===== config.mk =====
export PLATFORM = sky130hd
export DESIGN_NAME = load_store_unit
export DESIGN_NICKNAME = d
export VERILOG_FILES = /design/src/rtl/load_store_unit.sv
export SDC_FILE = /design/constraint.sdc
export NUM_CORES = 1
export LEC_CHECK = 0
export ABC_AREA = 1
export ABC_CLOCK_PERIOD_IN_PS = 2500
export CAP_MARGIN = 30
export CORE_UTILIZATION = 49
export DETAILED_ROUTE_END_ITERATION = 6
export GPL_TIMING_DRIVEN = 0
export MAX_ROUTING_LAYER = met4
export PLACE_DENSITY_LB_ADDON = 0.2
export SLEW_MARGIN = 20
export SYNTH_ARGS = -nofsm -noshare
export SYNTH_HDL_FRONTEND = slang
export SYNTH_SLANG_ARGS = --single-unit

===== constraint.sdc =====
create_clock -name clk -period 2.5 [get_ports clk]
set_input_delay 0.25 -clock clk [delete_from_list [all_inputs] [get_ports clk]]
set_output_delay 0.25 -clock clk [all_outputs]
set_load 0.005 [all_outputs]

===== src/rtl/load_store_unit.sv =====
`default_nettype none
// ============================================================================
// Module   : load_store_unit
// Purpose  : Byte/halfword/word load-store engine in front of a word-only
//            data memory. Sub-word stores are done as read-modify-write.
//            Optional: LSU_MISALIGN_TRAP_EN turns misaligned accesses into errors.
// Revision : 1.0
// ============================================================================
module load_store_unit #(
  parameter int MEM_WORDS = 32,
  parameter int ADDR_W    = 32
) (
  input  logic              clk,
  input  logic              rst,
  input  logic              req_valid,
  output logic              req_ready,
  input  logic              req_we,
  input  logic [1:0]        req_size,
  input  logic              req_unsigned,
  input  logic [ADDR_W-1:0] req_addr,
  input  logic [31:0]       req_wdata,
  output logic              resp_valid,
  output logic [31:0]       resp_rdata,
  output logic              resp_err,
  output logic              data_read_flag,
  output logic              data_write_flag,
  output logic [31:0]       data_addr,
  output logic [31:0]       val,
  input  logic [31:0]       read_out
);

  typedef enum logic [2:0] {
    IDLE   = 3'd0,
    LOAD   = 3'd1,
    RMW_RD = 3'd2,
    WRITE  = 3'd3,
    RESP   = 3'd4
  } state_t;

  state_t      state;
  logic [1:0]  size_q;
  logic        unsigned_q;
  logic [1:0]  offset_q;
  logic [15:0] wdata_q;

  logic [ADDR_W-1:0] addr_eff;
  logic              misaligned;
  logic              req_err;
  logic [31:0]       word_addr;
  logic [7:0]        lane_byte;
  logic [15:0]       lane_half;
  logic [31:0]       load_ext;
  logic [31:0]       merged;

  always_comb begin
    addr_eff   = req_addr;
    misaligned = 1'b0;
`ifdef LSU_MISALIGN_TRAP_EN
    misaligned = ((req_size == 2'b01) && req_addr[0]) ||
                 ((req_size == 2'b10) && (req_addr[1:0] != 2'b00));
`else
    // Without trapping, misaligned accesses are silently rounded down.
    if (req_size == 2'b01)
      addr_eff[0] = 1'b0;
    else if (req_size == 2'b10)
      addr_eff[1:0] = 2'b00;
`endif
    req_err   = misaligned || (req_size == 2'b11) ||
                ((req_addr >> 2) >= ADDR_W'(MEM_WORDS));
    word_addr = 32'({addr_eff[ADDR_W-1:2], 2'b00});
  end

  always_comb begin
    lane_byte = read_out[{offset_q, 3'b000} +: 8];
    lane_half = offset_q[1] ? read_out[31:16] : read_out[15:0];
    case (size_q)
      2'b00:   load_ext = {{24{~unsigned_q & lane_byte[7]}}, lane_byte};
      2'b01:   load_ext = {{16{~unsigned_q & lane_half[15]}}, lane_half};
      default: load_ext = read_out;
    endcase
    merged = read_out;
    if (size_q == 2'b00)
      merged[{offset_q, 3'b000} +: 8] = wdata_q[7:0];
    else
      merged[{offset_q[1], 4'b0000} +: 16] = wdata_q;
  end

  always_ff @(posedge clk or negedge rst) begin
    if (!rst) begin
      state           <= IDLE;
      req_ready       <= 1'b1;
      resp_valid      <= 1'b0;
      resp_rdata      <= 32'd0;
      resp_err        <= 1'b0;
      data_read_flag  <= 1'b0;
      data_write_flag <= 1'b0;
      data_addr       <= 32'd0;
      val             <= 32'd0;
      size_q          <= 2'b00;
      unsigned_q      <= 1'b0;
      offset_q        <= 2'b00;
      wdata_q         <= 16'd0;
    end else begin
      case (state)
        IDLE: begin
          if (req_valid) begin
            req_ready  <= 1'b0;
            size_q     <= req_size;
            unsigned_q <= req_unsigned;
            offset_q   <= addr_eff[1:0];
            wdata_q    <= req_wdata[15:0];
            if (req_err) begin
              resp_valid <= 1'b1;
              resp_err   <= 1'b1;
              resp_rdata <= 32'd0;
              state      <= RESP;
            end else begin
              data_addr <= word_addr;
              if (!req_we) begin
                data_read_flag <= 1'b1;
                state          <= LOAD;
              end else if (req_size == 2'b10) begin
                val             <= req_wdata;
                data_write_flag <= 1'b1;
                state           <= WRITE;
              end else begin
                data_read_flag <= 1'b1;
                state          <= RMW_RD;
              end
            end
          end
        end
        LOAD: begin
          data_read_flag <= 1'b0;
          resp_rdata     <= load_ext;
          resp_err       <= 1'b0;
          resp_valid     <= 1'b1;
          state          <= RESP;
        end
        RMW_RD: begin
          // val doubles as the merge register for the write that follows.
          data_read_flag  <= 1'b0;
          val             <= merged;
          data_write_flag <= 1'b1;
          state           <= WRITE;
        end
        WRITE: begin
          data_write_flag <= 1'b0;
          resp_rdata      <= 32'd0;
          resp_err        <= 1'b0;
          resp_valid      <= 1'b1;
          state           <= RESP;
        end
        RESP: begin
          resp_valid <= 1'b0;
          resp_err   <= 1'b0;
          resp_rdata <= 32'd0;
          req_ready  <= 1'b1;
          state      <= IDLE;
        end
        default: begin
          data_read_flag  <= 1'b0;
          data_write_flag <= 1'b0;
          resp_valid      <= 1'b0;
          req_ready       <= 1'b1;
          state           <= IDLE;
        end
      endcase
    end
  end

endmodule
`default_nettype wire


Word-level counts from Yosys, hierarchy flattened
Index checks and enable logic that the tools add are counted.
Widths: inputs -> output; s select.
{"block": "totals", "out_inout_bits": 101, "ram_bits": 0, "latchBits": 0, "rom_bits": 0, "reg_bits": 123, "memories": 0, "in_bits": 103}
{"block": "op_classes", "reduce_logical": 20, "shift": 5, "div_mod_pow": 0, "bitwise": 8, "muxes": 37, "n_mul": 0, "n_addsub": 2, "order_cmp": 1, "eq_ne": 14}
{"operator": "$mux 32", "count": 7}
{"operator": "$pmux 32 s2", "count": 2}
{"operator": "$pmux 32 s3", "count": 1}
{"operator": "$bwmux 32", "count": 2}
{"operator": "$shift 16x7->32 const A", "count": 1}
{"operator": "$shift 8x7->32 const A", "count": 1}
{"operator": "$shiftx 16x7->32", "count": 1}
{"operator": "$shiftx 32x6->8", "count": 1}
{"operator": "$shiftx 8x7->32", "count": 1}
{"operator": "$ge 30x6->1 const B", "count": 1}
{"operator": "$mux 16", "count": 1}
{"operator": "$mux 1", "count": 14}
{"operator": "$neg 5->7", "count": 2}
{"operator": "$reduce_and 3->1", "count": 4}
{"operator": "$ne 2x2->1 const B", "count": 5}
{"operator": "$reduce_and 5->1", "count": 2}
{"operator": "$pmux 3 s3", "count": 1}
{"operator": "$eq 3x2->1 const B", "count": 2}
{"operator": "$mux 3", "count": 2}
{"operator": "$not 1->1", "count": 6}
{"operator": "$pmux 1 s2", "count": 3}
{"operator": "$pmux 1 s3", "count": 2}
{"operator": "$reduce_or 2->1", "count": 3}
{"operator": "$reduce_or 3->1", "count": 2}
{"operator": "14 further kinds", "count": 20}

Logic depth before layout (Yosys ltp)
{"block": "depth", "ltp_word": 6, "depth_mapped": 12, "ltp_nobuf": 10}

Worst setup path before layout
Ideal clock, no wire load.
{"block": "synth_path", "path_kind": "reg2reg", "start": "reg offset_q[1]", "end": "reg val[1]", "arrival_time_ns": 1.911, "path_stages_with_launch": 13, "slack_ns": 0.523, "path_buffers": 2, "path_cell_list": "dfrtp_1 > inv_1 > buf_1 > ha_1 > clkbuf_1 > nand2_1 > inv_1 > nand3_1 > nand2_1 > nand3_1 > nand2_1 > nand3_1 > nand2_1"}
{"block": "synth_via", "elab_chain_len": 5, "elab_cells_between_ends": 10, "classes_between": "add/sub (2); shift (4); mux (4)"}
{"item": "start: declaration", "line": "43", "source": "logic [1:0] offset_q;"}
{"item": "start signal: assignment", "line": "110", "source": "offset_q <= addr_eff[1:0];"}
{"item": "$neg 5->7 (on tied branches)", "line": "85, 83"}
{"item": "$shiftx 16x7->32 (tied with other cells)", "line": "85", "source": "merged[{offset_q[1], 4'b0000} +: 16] = wdata_q;"}
{"item": "$bwmux 32 (on tied branches)", "line": "85, 83"}
{"item": "$mux 32 *", "line": "82", "source": "if (size_q == 2'b00)"}
{"item": "$pmux 32 s2 *", "line": "104", "source": "case (state)"}
{"item": "end signal: assignment", "line": "123", "source": "val <= req_wdata;"}
{"item": "end signal: assignment", "line": "143", "source": "val <= merged;"}
{"item": "end: declaration", "line": "28", "source": "output logic [31:0] val,"}
Mark *: on every way between the ends. The rest lies on a longest branch, timed or not.
A chain may end at the register's enable or synchronous reset.

Worst setup path in the final report
{"block": "layout_path", "start": "reg offset_q[1]", "end": "reg val[31]"}
Same word-level chain as after synthesis.

==> flow_summary.ini <==
[finish]
fin_nets = 1387
drive_above_1_share = 0.0666
syn_to_final_growth_pct = 40.0
antenna_cells = 0
fill_cells = 1134
layout.area.seq_mm2 = 0.00308
mostFrequentLayoutCells = 461 x nand2_1, 199 x clkdlybuf4s50_1, 130 x nand3_1
post-route-util = 0.714
fin_cells = 1472
final_common_cell = nand2_1
multiInputGateArea_mm2 = 0.00342

[timing]
finalCritPeriodShare = 0.976
period_needed_ps = 2440
max_slew_margin = 0.608
hold_slack_ps = 186
clock-skew-final_ps = 10.6
tightest_slew_ps = 586
rsz0062_at_grt = true
finalWorstSetupSlack_ps = 60.9
drv_slew = 0
timing.fmax_ghz = 0.410
finalSetupViolations = 0
hold_viol = 0

[global_route]
grt_overflow = 0
grt_max_degree = 80
grt_pass1_vias = 7507
grt_pass1_wl_um = 40100
antenna_found_initial = 0
grt_usage = 0.370

[synthesis]
syn_inst = 1058
netlist_area_mm2 = 0.00716
avgSynthCellArea_um2 = 6.76
yosysWarnings = 0
yosys_register_bits = 123
synth_cell_types = 26
ys_seq_area_frac = 0.430

[place]
dp_hpwl_um = 19300
gp_congestion = 0.974
portBuffers = 200
place_ws_ps = 17.1
dpl.cell_count = 1440

[clock_network]
cts_buffers = 17
cts-root-buf = clkbuf_16
path_clk_slew_ps = 70
cts.sinks = 123
clock_latency_ps = 430
htreeDepth = 4
cts_tree = built
cts_max_path_buffers = 2

[worst_setup_path]
critPathLaunch = offset_q[1]$_DFFE_PN0P_
end_kind = flip-flop
cp-start-kind = flip-flop
cp_max_fo = 17
path_class = flip-flop to flip-flop
r2r-start = offset_q[1]$_DFFE_PN0P_
cp.required_ps = 2870
cp.arrival_ps = 2810

[die]
die_w_um = 123
die_y_um = 123
start_util = 0.510
core.rowCount = 43
core_area_mm2 = 0.0140
die-area_mm2 = 0.0151
pin_count = 204

[outcome]
status = finished clean

[min_path]
hp-start = req_valid
hold_class = input port to flip-flop

[job]
maxCapViolCount = 0

[routing]
vias_per_cell = 5.39
ant_nets = 0
drt_wl_total_um = 25800
route.detailed.drc = 0
first_pass_iters = 6
initialDrtViolationCount = 923
num_vias = 7932
post_drt_wl_per_cell_um = 17.6

[power]
power_density_mw_per_mm2 = 986
leakage_nw = 5.15
peakVddDrop_uv = 762
## report_power, final
part	internal (W)	leakage (nW)	total (W)	switching (W)
clock	0.00149	0.280	0.00250	0.00101
sequential	0.00244	1.63	0.00278	0.000332
combinational	0.00171	3.24	0.00460	0.00290
total	0.00564	5.15	0.00988	0.00424
## per-layer routing
layer | track usage | wire length [um] | vias to the layer above
met5 | - | 0 | -
met2 | 0.571 | 11900 | 457
met1 | 0.482 | 11000 | 3642
li1 | - | - | 3762
met4 | 0.134 | 783 | 0
met3 | 0.0757 | 2180 | 71
## worst max-delay path: stages, from the launching register on
cell and delay, ps:
dfrtp_1 430, inv_1 280, ha_1 280, clkbuf_1 230, nor2_2 270, nand2_1 70, o21ai_0 330, nand2_1 180
nand2_1 110, nand3_1 100, nand2_1 100
## area by class of cell
| cell class | instances | area share |
|---|---|---|
| inverters | 90 | 0.0337 |
| multi-input cells | 786 | 0.342 |
| clock buffers | 18 | 0.0428 |
| clock inverters | 14 | 0.0164 |
| repair buffers | 202 | 0.204 |
| plain buffers | 59 | 0.0320 |
| flip-flops and latches | 123 | 0.307 |
| well taps | 180 | 0.0225 |
## final timing paths
path / endpoint / slack (ps) / cells past startpoint
max in group asynchronous: req_ready$_DFFE_PN1P_ / 1370 / 3
min in group asynchronous: resp_rdata[1]$_DFFE_PN0P_ / 340 / 2
worst min register to register: data_addr[17]$_DFFE_PN0P_ / 460 / 2
worst min-delay path: data_addr[6]$_DFFE_PN0P_ / 190 / 3
worst max register to register: val[31]$_DFFE_PN0P_ / 60 / 10
worst max-delay path: val[31]$_DFFE_PN0P_ / 60 / 10
## Yosys cell counts
library cell / count / area (um2)
a21oi_1: 25 / 125
buf_1: 6 / 22.5
buf_2: 22 / 110
buf_4: 7 / 52.6
buf_6: 6 / 67.6
clkbuf_1: 19 / 71.3
conb_1: 1 / 3.75
dfrtp_1: 122 / 3050
dfstp_2: 1 / 26.3
ha_1: 5 / 62.6
inv_1: 88 / 330
inv_2: 2 / 7.51
nand2_1: 461 / 1730
nand2_2: 4 / 25.0
nand2_4: 2 / 22.5
nand3_1: 130 / 651
nand3_4: 1 / 17.5
nand4_1: 6 / 37.5
nor2_1: 81 / 304
nor2_2: 2 / 12.5
nor2_4: 3 / 33.8
nor3_4: 1 / 16.3
o211ai_1: 22 / 165
o21ai_0: 39 / 195
o21ai_1: 1 / 5.00
o221ai_1: 1 / 8.76
## stage by stage
step / TNS [ps] / total power (W) / cell area (um2)
2_1_floorplan: 0 / 0.00548 / 7160
3_3_place_gp: -433780 / 0.00717 / 9390
3_5_place_dp: 0 / 0.00723 / 9420
4_1_cts: 0 / 0.00976 / 10000
5_1_grt: -279 / 0.0104 / 10000
6_report: 0 / 0.00988 / 10000
## sequential cells by signal (all words and copies together), names as in the netlist
name and count:
resp_rdata 32, resp_err 1, resp_valid 1, data_addr 30, state 3, size_q 2, req_ready 1, data_write_flag 1
unsigned_q 1, wdata_q 16, val 32, data_read_flag 1, offset_q 2
## what timing repair did
item / in CTS / in global routing
buffers inserted: 0 / 0
gates resized for setup: 0 / 2
gates cloned: 0 / 0
hold buffers: 1 / 0
hold endpoints to repair: 44 / 0
setup endpoints to repair: 1 / 12
## cells by family after synthesis
kind of cell | synth area share
and+or+nand+nor | 0.398
DFF | 0.430
buffers and inverters | 0.0925
AOI/OAI and AO/OA | 0.0698
other | 0.000524
adders and majority gates | 0.00874
(Power assumes the default switching activity.)
